### src/rtl/instr_encoder.sv
// RV32I instruction encoder: packs decoded field bundles into 32-bit words and
// streams them into instruction memory through a two-stage valid/ready pipeline.
module instr_encoder #(
  parameter int ADDR_W    = 10,
  parameter int BASE_ADDR = 0
) (
  input  logic              clk,
  input  logic              rst_n,
  input  logic              start,
  input  logic              in_valid,
  output logic              in_ready,
  input  logic [3:0]        in_class,
  input  logic [2:0]        in_funct3,
  input  logic              in_funct7b5,
  input  logic [4:0]        in_rd,
  input  logic [4:0]        in_rs1,
  input  logic [4:0]        in_rs2,
  input  logic [31:0]       in_imm,
  output logic              mem_we,
  input  logic              mem_ready,
  output logic [ADDR_W-1:0] mem_addr,
  output logic [31:0]       mem_wdata,
  output logic [ADDR_W:0]   count,
  output logic              err,
  output logic              wrapped
);

  localparam logic [ADDR_W-1:0] BASE      = ADDR_W'(BASE_ADDR);
  localparam logic [ADDR_W-1:0] ADDR_MAX  = {ADDR_W{1'b1}};
  localparam logic [ADDR_W:0]   COUNT_MAX = {(ADDR_W+1){1'b1}};
  localparam logic [31:0]       NOP_WORD  = 32'h0000_0013;

  function automatic logic [31:0] encodeWord(
    input logic [3:0]  cls,
    input logic [2:0]  f3,
    input logic        f7b5,
    input logic [4:0]  rd,
    input logic [4:0]  rs1,
    input logic [4:0]  rs2,
    input logic [31:0] imm
  );
    logic [31:0] w;
    w = NOP_WORD;
    case (cls)
      4'd0: w = {imm[11:0], rs1, f3, rd, 7'b0000011};
      4'd1: w = {imm[11:5], rs2, rs1, f3, imm[4:0], 7'b0100011};
      4'd2: w = {1'b0, f7b5, 5'b00000, rs2, rs1, f3, rd, 7'b0110011};
      4'd3: begin
        // Shift-immediates carry the arithmetic/logical select in imm[10].
        if (f3 == 3'b001 || f3 == 3'b101) begin
          w = {1'b0, f7b5, 5'b00000, imm[4:0], rs1, f3, rd, 7'b0010011};
        end else begin
          w = {imm[11:0], rs1, f3, rd, 7'b0010011};
        end
      end
      4'd4: w = {imm[12], imm[10:5], rs2, rs1, f3, imm[4:1], imm[11], 7'b1100011};
      4'd5: w = {imm[31:12], rd, 7'b0110111};
      4'd6: w = {imm[31:12], rd, 7'b0010111};
      4'd7: w = {imm[20], imm[10:1], imm[11], imm[19:12], rd, 7'b1101111};
      4'd8: w = {imm[11:0], rs1, 3'b000, rd, 7'b1100111};
      default: w = NOP_WORD;
    endcase
    return w;
  endfunction

  function automatic logic isBad(input logic [3:0] cls, input logic imm0);
    return (cls > 4'd8) || (((cls == 4'd4) || (cls == 4'd7)) && imm0);
  endfunction

  logic              s1Valid_r;
  logic [3:0]        s1Class_r;
  logic [2:0]        s1Funct3_r;
  logic              s1Funct7b5_r;
  logic [4:0]        s1Rd_r;
  logic [4:0]        s1Rs1_r;
  logic [4:0]        s1Rs2_r;
  logic [31:0]       s1Imm_r;
  logic              s2Valid_r;
  logic [31:0]       s2Word_r;
  logic [ADDR_W-1:0] addr_r;
  logic [ADDR_W:0]   count_r;
  logic              err_r;
  logic              wrapped_r;

  logic              s2Adv_s;
  logic              s1Adv_s;
  logic              inReady_s;
  logic              accept_s;
  logic              writeDone_s;
  logic [31:0]       encWord_s;
  logic              encBad_s;

  // Handshake decode and encoding of the S1 bundle.
  always_comb begin
    s2Adv_s     = 1'b0;
    inReady_s   = 1'b0;
    s2Adv_s     = !s2Valid_r || mem_ready;
    s1Adv_s     = s1Valid_r && s2Adv_s;
    writeDone_s = s2Valid_r && mem_ready;
    if (start) begin
      inReady_s = 1'b0;
    end else begin
      inReady_s = !s1Valid_r || s2Adv_s;
    end
    accept_s  = in_valid && inReady_s;
    encWord_s = encodeWord(s1Class_r, s1Funct3_r, s1Funct7b5_r, s1Rd_r, s1Rs1_r, s1Rs2_r, s1Imm_r);
    encBad_s  = isBad(s1Class_r, s1Imm_r[0]);
  end

  // Pipeline stages S1 (fields) and S2 (encoded word).
  always_ff @(posedge clk or negedge rst_n) begin
    if (!rst_n) begin
      s1Valid_r    <= 1'b0;
      s1Class_r    <= 4'd0;
      s1Funct3_r   <= 3'd0;
      s1Funct7b5_r <= 1'b0;
      s1Rd_r       <= 5'd0;
      s1Rs1_r      <= 5'd0;
      s1Rs2_r      <= 5'd0;
      s1Imm_r      <= 32'd0;
      s2Valid_r    <= 1'b0;
      s2Word_r     <= 32'd0;
    end else if (start) begin
      s1Valid_r <= 1'b0;
      s2Valid_r <= 1'b0;
    end else begin
      if (accept_s) begin
        s1Valid_r    <= 1'b1;
        s1Class_r    <= in_class;
        s1Funct3_r   <= in_funct3;
        s1Funct7b5_r <= in_funct7b5;
        s1Rd_r       <= in_rd;
        s1Rs1_r      <= in_rs1;
        s1Rs2_r      <= in_rs2;
        s1Imm_r      <= in_imm;
      end else if (s1Adv_s) begin
        s1Valid_r <= 1'b0;
      end
      if (s2Adv_s) begin
        s2Valid_r <= s1Valid_r;
        if (s1Valid_r) begin
          s2Word_r <= encWord_s;
        end
      end
    end
  end

  // Write address, completed-write count and sticky status flags.
  always_ff @(posedge clk or negedge rst_n) begin
    if (!rst_n) begin
      addr_r    <= BASE;
      count_r   <= {(ADDR_W+1){1'b0}};
      err_r     <= 1'b0;
      wrapped_r <= 1'b0;
    end else if (start) begin
      addr_r    <= BASE;
      count_r   <= {(ADDR_W+1){1'b0}};
      err_r     <= 1'b0;
      wrapped_r <= 1'b0;
    end else begin
      // err latches as the offending bundle is encoded into S2.
      if (s1Adv_s && encBad_s) begin
        err_r <= 1'b1;
      end
      if (writeDone_s) begin
        addr_r <= addr_r + {{(ADDR_W-1){1'b0}}, 1'b1};
        if (addr_r == ADDR_MAX) begin
          wrapped_r <= 1'b1;
        end
        if (count_r != COUNT_MAX) begin
          count_r <= count_r + {{ADDR_W{1'b0}}, 1'b1};
        end
      end
    end
  end

  assign in_ready  = inReady_s;
  assign mem_we    = s2Valid_r;
  assign mem_wdata = s2Word_r;
  assign mem_addr  = addr_r;
  assign count     = count_r;
  assign err       = err_r;
  assign wrapped   = wrapped_r;

endmodule

### config.mk
export PLATFORM = sky130hd
export DESIGN_NAME = instr_encoder
export DESIGN_NICKNAME = d
export VERILOG_FILES = /design/src/rtl/instr_encoder.sv
export SDC_FILE = /design/constraint.sdc
export NUM_CORES = 1
export LEC_CHECK = 0
export ABC_AREA = 1
export BUFFER_PORTS_ARGS = -buffer_cell sky130_fd_sc_hd__buf_2
export CELL_PAD_IN_SITES_DETAIL_PLACEMENT = 1
export CELL_PAD_IN_SITES_GLOBAL_PLACEMENT = 2
export CORE_MARGIN = 5
export CORE_UTILIZATION = 28
export CTS_BUF_LIST = sky130_fd_sc_hd__clkbuf_2
export CTS_CLUSTER_DIAMETER = 50
export DETAILED_ROUTE_END_ITERATION = 10
export MAX_ROUTING_LAYER = met4
export PLACE_DENSITY = 0.88
export SLEW_MARGIN = 15
export SYNTH_ARGS = -nofsm -noshare
export SYNTH_HDL_FRONTEND = slang
export SYNTH_SLANG_ARGS = --single-unit
### constraint.sdc
create_clock -name clk -period 1.4 [get_ports clk]
set_input_delay 0.07 -clock clk [delete_from_list [all_inputs] [get_ports clk]]
set_output_delay 0.07 -clock clk [all_outputs]
set_load 0.02 [all_outputs]
==> summary.txt <==
Status
  – Status: finished with violations
  – Violated checks: negative setup slack

Final layout
  – Share of layout cells above drive strength 1: between 30% and 40%
  – Final core utilization: roughly 49%
  – Final Cell Area: 9200 um2
  – Area grow syn2layout: 69.9%
  – Fin cells: 1303
  – Nets: 1097

Yosys
  – Ys Warns: 0
  – Seq/Total Area, Yosys: 51.3%
  – Post-synth top area cell: dfrtp_1
  – Synth top area share: 51.3%
  – Netlist cell types: 30
  – Syn Nets: 791
  – Main synth FF type: dfrtp_1
  – Top post-synthesis cells by area: dfrtp_1, nand2_1, nor2_1
  – Post-Syn Area: about 5400 um2
  – Yosys reg bits: 111
  – Async SR Flop Fraction: 100%
  – Average size of a mapped cell: approximately 7.4 um2
  – Post-synth EDFFs: 0
  – Cell count after synthesis: 729

Clock tree
  – CTS max path bufs: 2
  – Worst-path clk slew: 350 ps
  – CTS Sinks: 111
  – Clk_lat worst skew: 680 ps
  – Root Driver: clkbuf_2
  – CTS HTree Levels: 3
  – Num CTS Buffers: 9
  – CTS tree: done

Floorplan
  – Row cnt: 50
  – Die Area: 22200 um2
  – Starting Density: ~29%
  – Die X: about 150 um
  – Core Region: 18900 um2
  – Ports: 117
  – Die Y: 149 um

STA
  – Clock Skew: 49.5 ps
  – Slew headroom: 55.0%
  – RSZ-0062 raised after global routing: true
  – Final worst setup slack: -368 ps
  – Slew Viols, Final: 0
  – Slew @ Worst Pin: 675 ps
  – Min Tclk post-route: 1770 ps
  – Hold Vio Cnt, Final: 0
  – Final setup violation count: 112
  – Fin crit share: 126%
  – Peak Freq: 0.566 GHz

Hold path
  – Hold Crit Class: in -> reg

Place
  – PortBufs: between 100 and 150
  – Placed cells: 1144
  – Dpl cell area: ~6800 um2
  – Routability cong.: 0.818
  – Place WS: -130 ps
  – DPL Wire Length: ~13000 um

Setup path
  – Worst path slowest cell: dfrtp_1
  – Slowest stage delay, CP: 450 ps
  – CP max FO: 2
  – Worst EP arrival: 1700 ps
  – CP startpoint kind: register
  – Worst path required time: 1330 ps
  – Critical path's top delay family: flip-flops
  – CP Cell Sequence: nand2_2 -> o21ai_2 -> inv_2 -> buf_12 -> buf_8
  – Critical path type: reg -> out
  – Critical path capture point type: primary output
  – Worst path bufs/invs: 3
  – Reg2Reg Setup Slack: -300 ps

Drt
  – Drt first pass iters: 8
  – Final ANT Viol Nets: 0
  – DR iter-0 viols: 410
  – Via density: 4.89
  – DRC Markers: 0
  – DR vias: around 6400
  – Final wirelength: 25300 um
  – DR WL/cell: between 15 and 20 um

Global route
  – Total GRT Usage: 22.1%
  – Vias in the first global route: 6828
  – First-pass GRT wire length: ~37000 um
  – Largest net degree at the start of global routing: around 110
  – Initial antenna violation count: 2
  – GRT overflow: 0

Job
  – Total of max-cap violations: 0

Power
  – Total chip power: 8.69 mW
  – Max IR drop VDD: 543 uV
  – Leak: 4.82 nW
  – Power Density: 945 nW/um2
-- where the power goes --
group | leakage [nW] | switching [mW] | internal (mW)
Sequential | 1.37 | 0.336 | 3.64
Combinational | 3.39 | 1.70 | 1.42
Clock | 0.0635 | 1.18 | 0.413
-- worst min-delay path, cell delays in order --
cell           delay, ps
dlygate4sd3_1        520
buf_2                100
nand3_1               60
nand2_1               60
-- area by class of cell --
cell class | count | area [um2]
Antenna cell | 3 | 7.51
Clock buffer | 9 | 45.0
Clock inverter | 7 | 72.6
Fill cell | 2261 | 9700
Inverter | 71 | 272
Multi-Input combinational cell | 520 | 2630
Sequential cell | 111 | 2780
Tap cell | 260 | 325
Timing Repair Buffer | 322 | 3060
-- worst paths after layout --
path / start / to / depth (start not counted)
max: mem_we$_DFFE_PN0P_ / in_ready / 5
max in group asynchronous: rst_n / mem_wdata[10]$_DFFE_PN0P_ / 4
min: in_rs1[0] / s1Rs1_r[0]$_DFFE_PN0P_ / 4
min in group asynchronous: rst_n / count[0]$_DFFE_PN0P_ / 4
min reg2reg: mem_wdata[5]$_DFFE_PN0P_ / mem_wdata[5]$_DFFE_PN0P_ / 2
max reg2reg: mem_we$_DFFE_PN0P_ / mem_wdata[1]$_DFFE_PN0P_ / 8
-- flip-flops by register name, summed over array words and instances (netlist names) --
name and count:
wrapped 1, mem_addr 10, err 1, s1Funct3_r 3, s1Rs2_r 5, mem_we 1
s1Rd_r 5, mem_wdata 31, count 11, s1Funct7b5_r 1, s1Imm_r 32, s1Class_r 4
s1Rs1_r 5, s1Valid_r 1
-- stage by stage --
stage | setup TNS [ps] | hold slack, ps
after global placement | -1420 | 219
after floorplan | -137 | -226
final | -16700 | 160
after global routing | -26000 | 110
after detailed placement | -2750 | 219
after CTS | -10430 | 111
-- cell usage after synthesis (3+ instances only) --
cell type	n
xor2_1	4
clkbuf_1	6
dfrtp_1	111
inv_1	69
nand2_1	252
o22ai_1	3
buf_2	20
nor3_1	4
nand3_1	54
nor2_1	103
a21oi_1	43
o21ai_0	28
nand4_1	6
nor2_2	5
-- cells by family (layout without fill, tap and decap cells) --
family | Yosys count | after routing | share of synthesized area [%]
AO/OA/AOI/OAI | 84 | 84 | 8.25
adder cells (fa/ha/maj) | 2 | 2 | 0.462
buffers and inverters | 99 | 409 | 7.47
AND/OR/NAND/NOR | 429 | 430 | 31.9
other | 0 | 3 | 0
XOR/XNOR | 4 | 4 | 0.647
flip-flops | 111 | 111 | 51.3
-- per-layer routing --
metal	global-route usage (%)	vias to the layer above	part of all wire [%]
met2	36.5	234	50
met5	-	-	0
met3	3.46	87	4.2
li1	-	2912	-
met4	8.33	0	4.3
met1	27.4	3135	42
-- placed cells by master (no fill, tap or decap), drive strengths merged, types with 2 or more instances in the layout --
cell type	synthesis	layout
a21oi	43	43
a41oi	2	2
buf	22	261
clkbuf	6	9
clkinv	0	3
clkinvlp	0	3
dfrtp	111	111
diode	0	3
dlygate4sd3	0	60
ha	2	2
inv	71	71
nand2	253	254
nand3	54	54
nand4	6	6
nor2	108	108
nor3	4	4
o21ai	30	30
o22ai	3	3
xor2	4	4
-- timing repair --
| item | in CTS | in global routing |
|---|---|---|
| hold endpoints to repair | 180 | 0 |
| endpoints found under the setup margin | 121 | 152 |
| pin swaps | 8 | 19 |
| hold buffers | 60 | 0 |
| buffers inserted | 48 | 22 |
| gates resized for setup | 147 | 131 |
| cloned | 11 | 1 |
Note: power is estimated with default switching activity, not from simulation.
